## src/rtl/dbg_pkg.sv

```systemverilog
// Shared widths and FSM state encoding for the debug scanner slice.
package dbg_pkg;
  localparam int unsigned DBG_ADDR_W = 7;
  localparam int unsigned DBG_DATA_W = 32;

  typedef enum logic [2:0] {
    ST_IDLE,
    ST_STEP,
    ST_SETTLE,
    ST_SAMPLE,
    ST_OUT,
    ST_DONE
  } dbg_state_e;
endpackage

```

## src/rtl/dbg_sum_acc.sv

```systemverilog
// Modulo-2^32 accumulator of accepted snapshot words; the published sum is
// refreshed together with the final word of a sweep.
module dbg_sum_acc
  import dbg_pkg::*;
(
  input  logic                  clk,
  input  logic                  rst,
  input  logic                  clr,
  input  logic                  add_en,
  input  logic                  last,
  input  logic [DBG_DATA_W-1:0] add_data,
  output logic [DBG_DATA_W-1:0] sum
);
  logic [DBG_DATA_W-1:0] acc;
  logic [DBG_DATA_W-1:0] acc_next;

  assign acc_next = acc + add_data;

  always_ff @(posedge clk or negedge rst) begin
    if (!rst) begin
      acc <= '0;
      sum <= '0;
    end else if (clr) begin
      acc <= '0;
      sum <= '0;
    end else if (add_en) begin
      acc <= acc_next;
      if (last) sum <= acc_next;
    end
  end
endmodule

```

## src/rtl/debug_scanner.sv

```systemverilog
// Freezes the CPU in debug mode, issues single steps and sweeps debug
// addresses into a snapshot stream. DEBUG_SCAN_SUM_EN adds a sweep checksum.
module debug_scanner
  import dbg_pkg::*;
#(
  parameter int unsigned SCAN_FIRST = 0,
  parameter int unsigned SCAN_LAST  = 127,
  parameter int unsigned SETTLE     = 1
) (
  input  logic                  clk,
  input  logic                  rst,
  input  logic                  hold,
  input  logic                  step_req,
  input  logic                  start,
  input  logic [DBG_DATA_W-1:0] debug_data,
  input  logic                  snap_ready,
  output logic                  debug_en,
  output logic                  debug_step,
  output logic [DBG_ADDR_W-1:0] debug_addr,
  output logic                  snap_valid,
  output logic [DBG_ADDR_W-1:0] snap_addr,
  output logic [DBG_DATA_W-1:0] snap_data,
  output logic                  busy,
  output logic                  done,
  output logic [DBG_DATA_W-1:0] scan_sum
);
  localparam logic [DBG_ADDR_W-1:0] FIRST_ADDR  = DBG_ADDR_W'(SCAN_FIRST);
  localparam logic [DBG_ADDR_W-1:0] LAST_ADDR   = DBG_ADDR_W'(SCAN_LAST);
  localparam logic [3:0]            SETTLE_LAST = 4'(SETTLE - 1);

  dbg_state_e state;
  logic [3:0] settle_cnt;
  logic       pending;
  logic       step_then_scan;
  logic       sweep_go;

  assign sweep_go = ((state == ST_IDLE) && start && !step_req && !pending) ||
                    ((state == ST_STEP) && step_then_scan);

  always_ff @(posedge clk or negedge rst) begin
    if (!rst) begin
      state          <= ST_IDLE;
      settle_cnt     <= '0;
      pending        <= 1'b0;
      step_then_scan <= 1'b0;
      debug_en       <= 1'b0;
      debug_step     <= 1'b0;
      debug_addr     <= '0;
      snap_valid     <= 1'b0;
      snap_addr      <= '0;
      snap_data      <= '0;
      busy           <= 1'b0;
      done           <= 1'b0;
    end else begin
      debug_step <= 1'b0;
      done       <= 1'b0;
      debug_en   <= 1'b1;
      if (busy && step_req) pending <= 1'b1;

      case (state)
        ST_IDLE: begin
          if (step_req || pending) begin
            state          <= ST_STEP;
            debug_step     <= 1'b1;
            pending        <= 1'b0;
            step_then_scan <= start;
          end else if (!start) begin
            debug_en <= hold;
          end
        end
        ST_STEP: begin
          step_then_scan <= 1'b0;
          if (!step_then_scan) begin
            state    <= ST_IDLE;
            debug_en <= hold;
          end
        end
        ST_SETTLE: begin
          if (settle_cnt == SETTLE_LAST) state <= ST_SAMPLE;
          else settle_cnt <= settle_cnt + 4'd1;
        end
        ST_SAMPLE: begin
          snap_data  <= debug_data;
          snap_addr  <= debug_addr;
          snap_valid <= 1'b1;
          state      <= ST_OUT;
        end
        ST_OUT: begin
          if (snap_valid && snap_ready) begin
            snap_valid <= 1'b0;
            if (debug_addr == LAST_ADDR) begin
              state <= ST_DONE;
              done  <= 1'b1;
            end else begin
              debug_addr <= debug_addr + 7'd1;
              settle_cnt <= '0;
              state      <= ST_SETTLE;
            end
          end
        end
        ST_DONE: begin
          busy     <= 1'b0;
          state    <= ST_IDLE;
          debug_en <= hold;
        end
        default: state <= ST_IDLE;
      endcase

      // Sweep launch overrides the case so a step can chain straight into it.
      if (sweep_go) begin
        state      <= ST_SETTLE;
        debug_addr <= FIRST_ADDR;
        settle_cnt <= '0;
        busy       <= 1'b1;
      end
    end
  end

`ifdef DEBUG_SCAN_SUM_EN
  logic word_accept;
  logic word_last;

  assign word_accept = (state == ST_OUT) && snap_valid && snap_ready;
  assign word_last   = (debug_addr == LAST_ADDR);

  dbg_sum_acc u_sum_acc (
    .clk      (clk),
    .rst      (rst),
    .clr      (sweep_go),
    .add_en   (word_accept),
    .last     (word_last),
    .add_data (snap_data),
    .sum      (scan_sum)
  );
`else
  assign scan_sum = '0;
`endif
endmodule
```

## config.mk

```make
export PLATFORM = sky130hd
export DESIGN_NAME = debug_scanner
export DESIGN_NICKNAME = d
export VERILOG_FILES = /design/src/rtl/dbg_pkg.sv /design/src/rtl/dbg_sum_acc.sv /design/src/rtl/debug_scanner.sv
export SDC_FILE = /design/constraint.sdc
export NUM_CORES = 1
export LEC_CHECK = 0
export ABC_AREA = 1
export ABC_CLOCK_PERIOD_IN_PS = 2290
export BUFFER_PORTS_ARGS = -buffer_cell sky130_fd_sc_hd__buf_2
export CORE_MARGIN = 5
export CORE_UTILIZATION = 40
export CTS_BUF_LIST = sky130_fd_sc_hd__clkbuf_4
export DETAILED_ROUTE_END_ITERATION = 8
export GPL_TIMING_DRIVEN = 0
export HOLD_SLACK_MARGIN = 0.02
export PLACE_DENSITY = 0.69
export SYNTH_ARGS = -nofsm -noshare
export SYNTH_HDL_FRONTEND = slang
export SYNTH_SLANG_ARGS = --single-unit
```

## constraint.sdc

```tcl
create_clock -name clk -period 2.29 [get_ports clk]
set_clock_uncertainty 0.2 [all_clocks]
set_input_delay 0.229 -clock clk [delete_from_list [all_inputs] [get_ports clk]]
set_output_delay 0.229 -clock clk [all_outputs]
set_load 0.05 [all_outputs]
```

==> results.md <==
- TritonCTS built the clock tree.
- The core region is 6870 um2.
- In this run the number of H-tree levels came out at 3.
- The number of slew-limit violations in the final report is 0.
- The number of clock buffers added by TritonCTS is 9.
- The cell area that synthesis handed to floorplanning was between 2000 and 3000 um2.
- The startpoint of the worst register-to-register path is state[0].
- The origin of the worst setup path is step_req.
- For the final routed database, the setup TNS stands at 0 ps.
- The critical path depth in cells is 7.
- The critical path required time is 2360 ps.
- The post-CTS clock slew at the launch and capture registers of the worst setup and hold paths is about 90 ps.
- The count of hold-fix buffers inserted at cts is 37.
- The final worst-path setup slack is between 150 and 200 ps.
- The remaining number of nets flagged by the antenna check after routing is 0.
- In this run the count of I/O pins placed on the die edge is 121.
- Entering global routing, the biggest net connects 61 pins.
- The clock tree root driver cell is clkbuf_4.
- Of the synthesized area, sequential elements account for 0.526.
- The maximum vdd drop is 376 uV.
- The worst-skew pair later-pin latency is 390 ps.
- In this run the core area contains 30 standard-cell rows.
- The critical setup path kind is input pin to flip-flop.
- For the worst setup path, the data arrival time is ~2200 ps.
- The first detailed-routing pass took 4 iterations.
- The cell family with the largest share of critical-path delay is buffers and inverters.
- Dividing total power by cell area gives a power density of between 1000 and 1500 nW/um2.
- STA classifies the critical path endpoint as a flip-flop.
- Across the run, the number of max-cap violations was 0.
- The aggregate global-route resource usage is 0.161.
- OpenSTA, run right after detailed placement, puts the worst setup slack at 551 ps.
- The synthesized design contains 60 register bits.
- Detailed routing inserted a total of between 2000 and 2500 vias.
- The number of buffers added for setup after CTS is 0.
- The total overflow left after global routing is 0.
- In this run the deepest clock path goes through 2 buffers.
- In this design, the stage delay of the slowest critical-path cell is between 500 and 600 ps.
- Dividing the detail-routed wire length by the instance count gives about 13 um.
- The worst hold path passes through 5 cells.
- At the end of the flow, the number of nets in the layout was approximately 490.
- Of the available clock period, the critical path in the final layout requires 0.916.
- Along the worst path, the maximum fanout reaches 4.
- The repair_antennas step left the layout with diodes totalling 0.
- The critical path endpoint is debug_en.
- The final critical path time including I/O delays and setup is 2100 ps.
- Together, buffers and inverters on the worst path number 3.
- The height of the die is between 90 and 100 um.
- The endpoint identified for the worst register-to-register timing path is debug_en.
- Setup violations remaining at the end of the flow were counted as 0.
- The class of the most critical hold timing path is input pin to flip-flop.
- After detailed routing, the total wire length is 6840 um.
- The count of cell types in the netlist is 23.
- The cell that appears most often on the critical path is dlygate4sd3_1.
- The setup check on the worst reg-to-reg path leaves a slack of roughly 250 ps.
- The average cell area after synthesis is ~10 um2.
- The area of the die is 8920 um2.
- The synthesis-to-layout area growth is 41.4%.
- The flow ran to the end, and the final reports show no timing, DRC or antenna violations.
- After detailed routing, the number of remaining DRC violations is 0.
- Traced cell by cell, the critical path runs through dlygate4sd3_1 -> buf_2 -> nor2_1 -> nand3_1 -> o21ai_0 -> nand2_1 -> dlygate4sd3_1.
- In the final layout, the share of cells above drive strength 1 is 0.399.
- In this run the static leakage power is ~2.2 nW.
- Dividing the detail-routed via count by the number of cells gives ~4.4.
- Headroom to the max-slew limit came out at 0.505.
- STA classifies the critical path startpoint as an input pin.
- Post-CTS repair changed the size of 0 cells.
- The slowest stage of the critical path is the dlygate4sd3_1 cell.
- During placement, the flow inserted port buffers numbering 88.
- Overall power consumption after layout is estimated at 0.00516 W.
- The initial utilization of the core area, before any placement, comes to 0.415.
- The horizontal die dimension is roughly 94 um.
- The TritonCTS sink count is 60.
- The first-pass GRT wire length is 11300 um.
- During synthesis, Yosys emitted a total of 0 warnings.
- Setup repair after global routing left no endpoint under its margin.
- On the final layout, the worst hold slack is around 77 ps.
- For the worst flop-to-flop path, the logic depth is 6.
- The number of antenna violations at the first check in global routing is 0.
- For the pin with the worst max-slew slack, the measured transition is around 740 ps.
- After the first detailed-routing iteration, the DRC count stood at roughly 120.
- The via count of the first global-routing pass is roughly 2400.
- The global placer's final weighted congestion is around 0.85.
- After technology mapping, the gate count stands at ~280.
- The number of failing hold endpoints at the final stage is 0.
- The maximum clock rate is between 400 and 500 MHz.
- Detailed placement ended at an HPWL of between 4000 and 5000 um.
==> cells in the mapped netlist (all sizes together) <==
cell type  instances  area [um2]
buf               38         285
nand2             45         174
xor2               1        8.76
xnor2              1        8.76
conb               1        3.75
nand4             10        62.6
clkbuf             1        3.75
nand3             17        90.1
nor3               3        15.0
ha                 3        37.5
dfrtp             60        1500
o21ai             19        95.1
a21oi              3        15.0
inv               21        78.8
mux2              32         375
nor2              22        97.6
==> per-stage QoR <==
stage / util / area (um2) / instances
after CTS: 0.587 / 4030 / 545
final: 0.587 / 4030 / 545
after global placement: 0.514 / 3530 / 492
after detailed placement: 0.514 / 3530 / 492
after floorplan: - / 2970 / 308
after global routing: 0.587 / 4030 / 545
==> layout make-up <==
type,instances,area (um2)
fill,571,2840
sequential,60,1500
multi-input combinational,188,1100
timing repair buffer,125,813
buffer,39,289
tap,96,120
inverter,21,78.8
clock buffer,10,75.1
clock inverter,6,55.1
==> cell usage in the layout, fill, tap and decap left out, types with 3 or more instances in the layout <==
cell type / Yosys / layout
buf_2: 3 / 90
dfrtp_1: 60 / 60
nand2_1: 43 / 43
dlygate4sd3_1: 0 / 37
buf_4: 33 / 34
conb_1: 1 / 32
mux2_2: 28 / 28
nor2_1: 20 / 20
inv_1: 19 / 19
o21ai_0: 19 / 19
nand3_1: 16 / 16
nand4_1: 10 / 10
clkbuf_4: 0 / 10
mux2_4: 4 / 4
nor3_1: 3 / 3
a21oi_1: 3 / 3
ha_1: 3 / 3
==> flip-flops by register name, summed over array words and instances, names as in the netlist, 3 cells and up <==
name        flops
state           3
snap_addr       7
debug_addr      7
settle_cnt      4
snap_data      32
==> how the worst min path moves through the flow <==
| stage | from | end | slack [ps] |
|---|---|---|---|
| after global placement | hold | debug_en | 230 |
| after detailed placement | hold | debug_en | 240 |
| after CTS | snap_ready | done | 40 |
| after global routing | snap_ready | done | 90 |
| after floorplan | rst | busy | -270 |
| final | snap_ready | done | 80 |
==> logic make-up (layout without fill, tap and decap cells) <==
logic type	count (synthesis)	count (layout)	synth area share
AOI/OAI and AO/OA	22	22	0.0386
other	1	32	0.00131
adders and majority gates	3	3	0.0132
and+or+nand+nor	97	97	0.154
xor gates and xnor gates	2	2	0.00614
muxes	32	32	0.132
DFF	60	60	0.526
buffers and inverters	60	201	0.129
==> power breakdown <==
group | internal [W] | total [W] | switching (W)
clock | 0.000335 | 0.000714 | 0.000380
combinational | 0.000783 | 0.00279 | 0.00200
sequential | 0.00145 | 0.00166 | 0.000205
total | 0.00257 | 0.00516 | 0.00259
==> tightest hold or removal path: stages <==
cell	delay (ps)
buf_2	110
nand2_1	90
nor2_1	80
nand2_1	80
nor2_1	40
==> routing by layer <==
layer,vias up,GRT usage,wire length [um],share of wire
li1,1180,-,-,-
met1,1110,0.194,2800,0.41
met2,87,0.268,3360,0.49
met3,10,0.0486,569,0.083
met4,0,0.0637,112,0.016
met5,-,0,0,0
No activity file was read; power rests on OpenSTA's default activity.
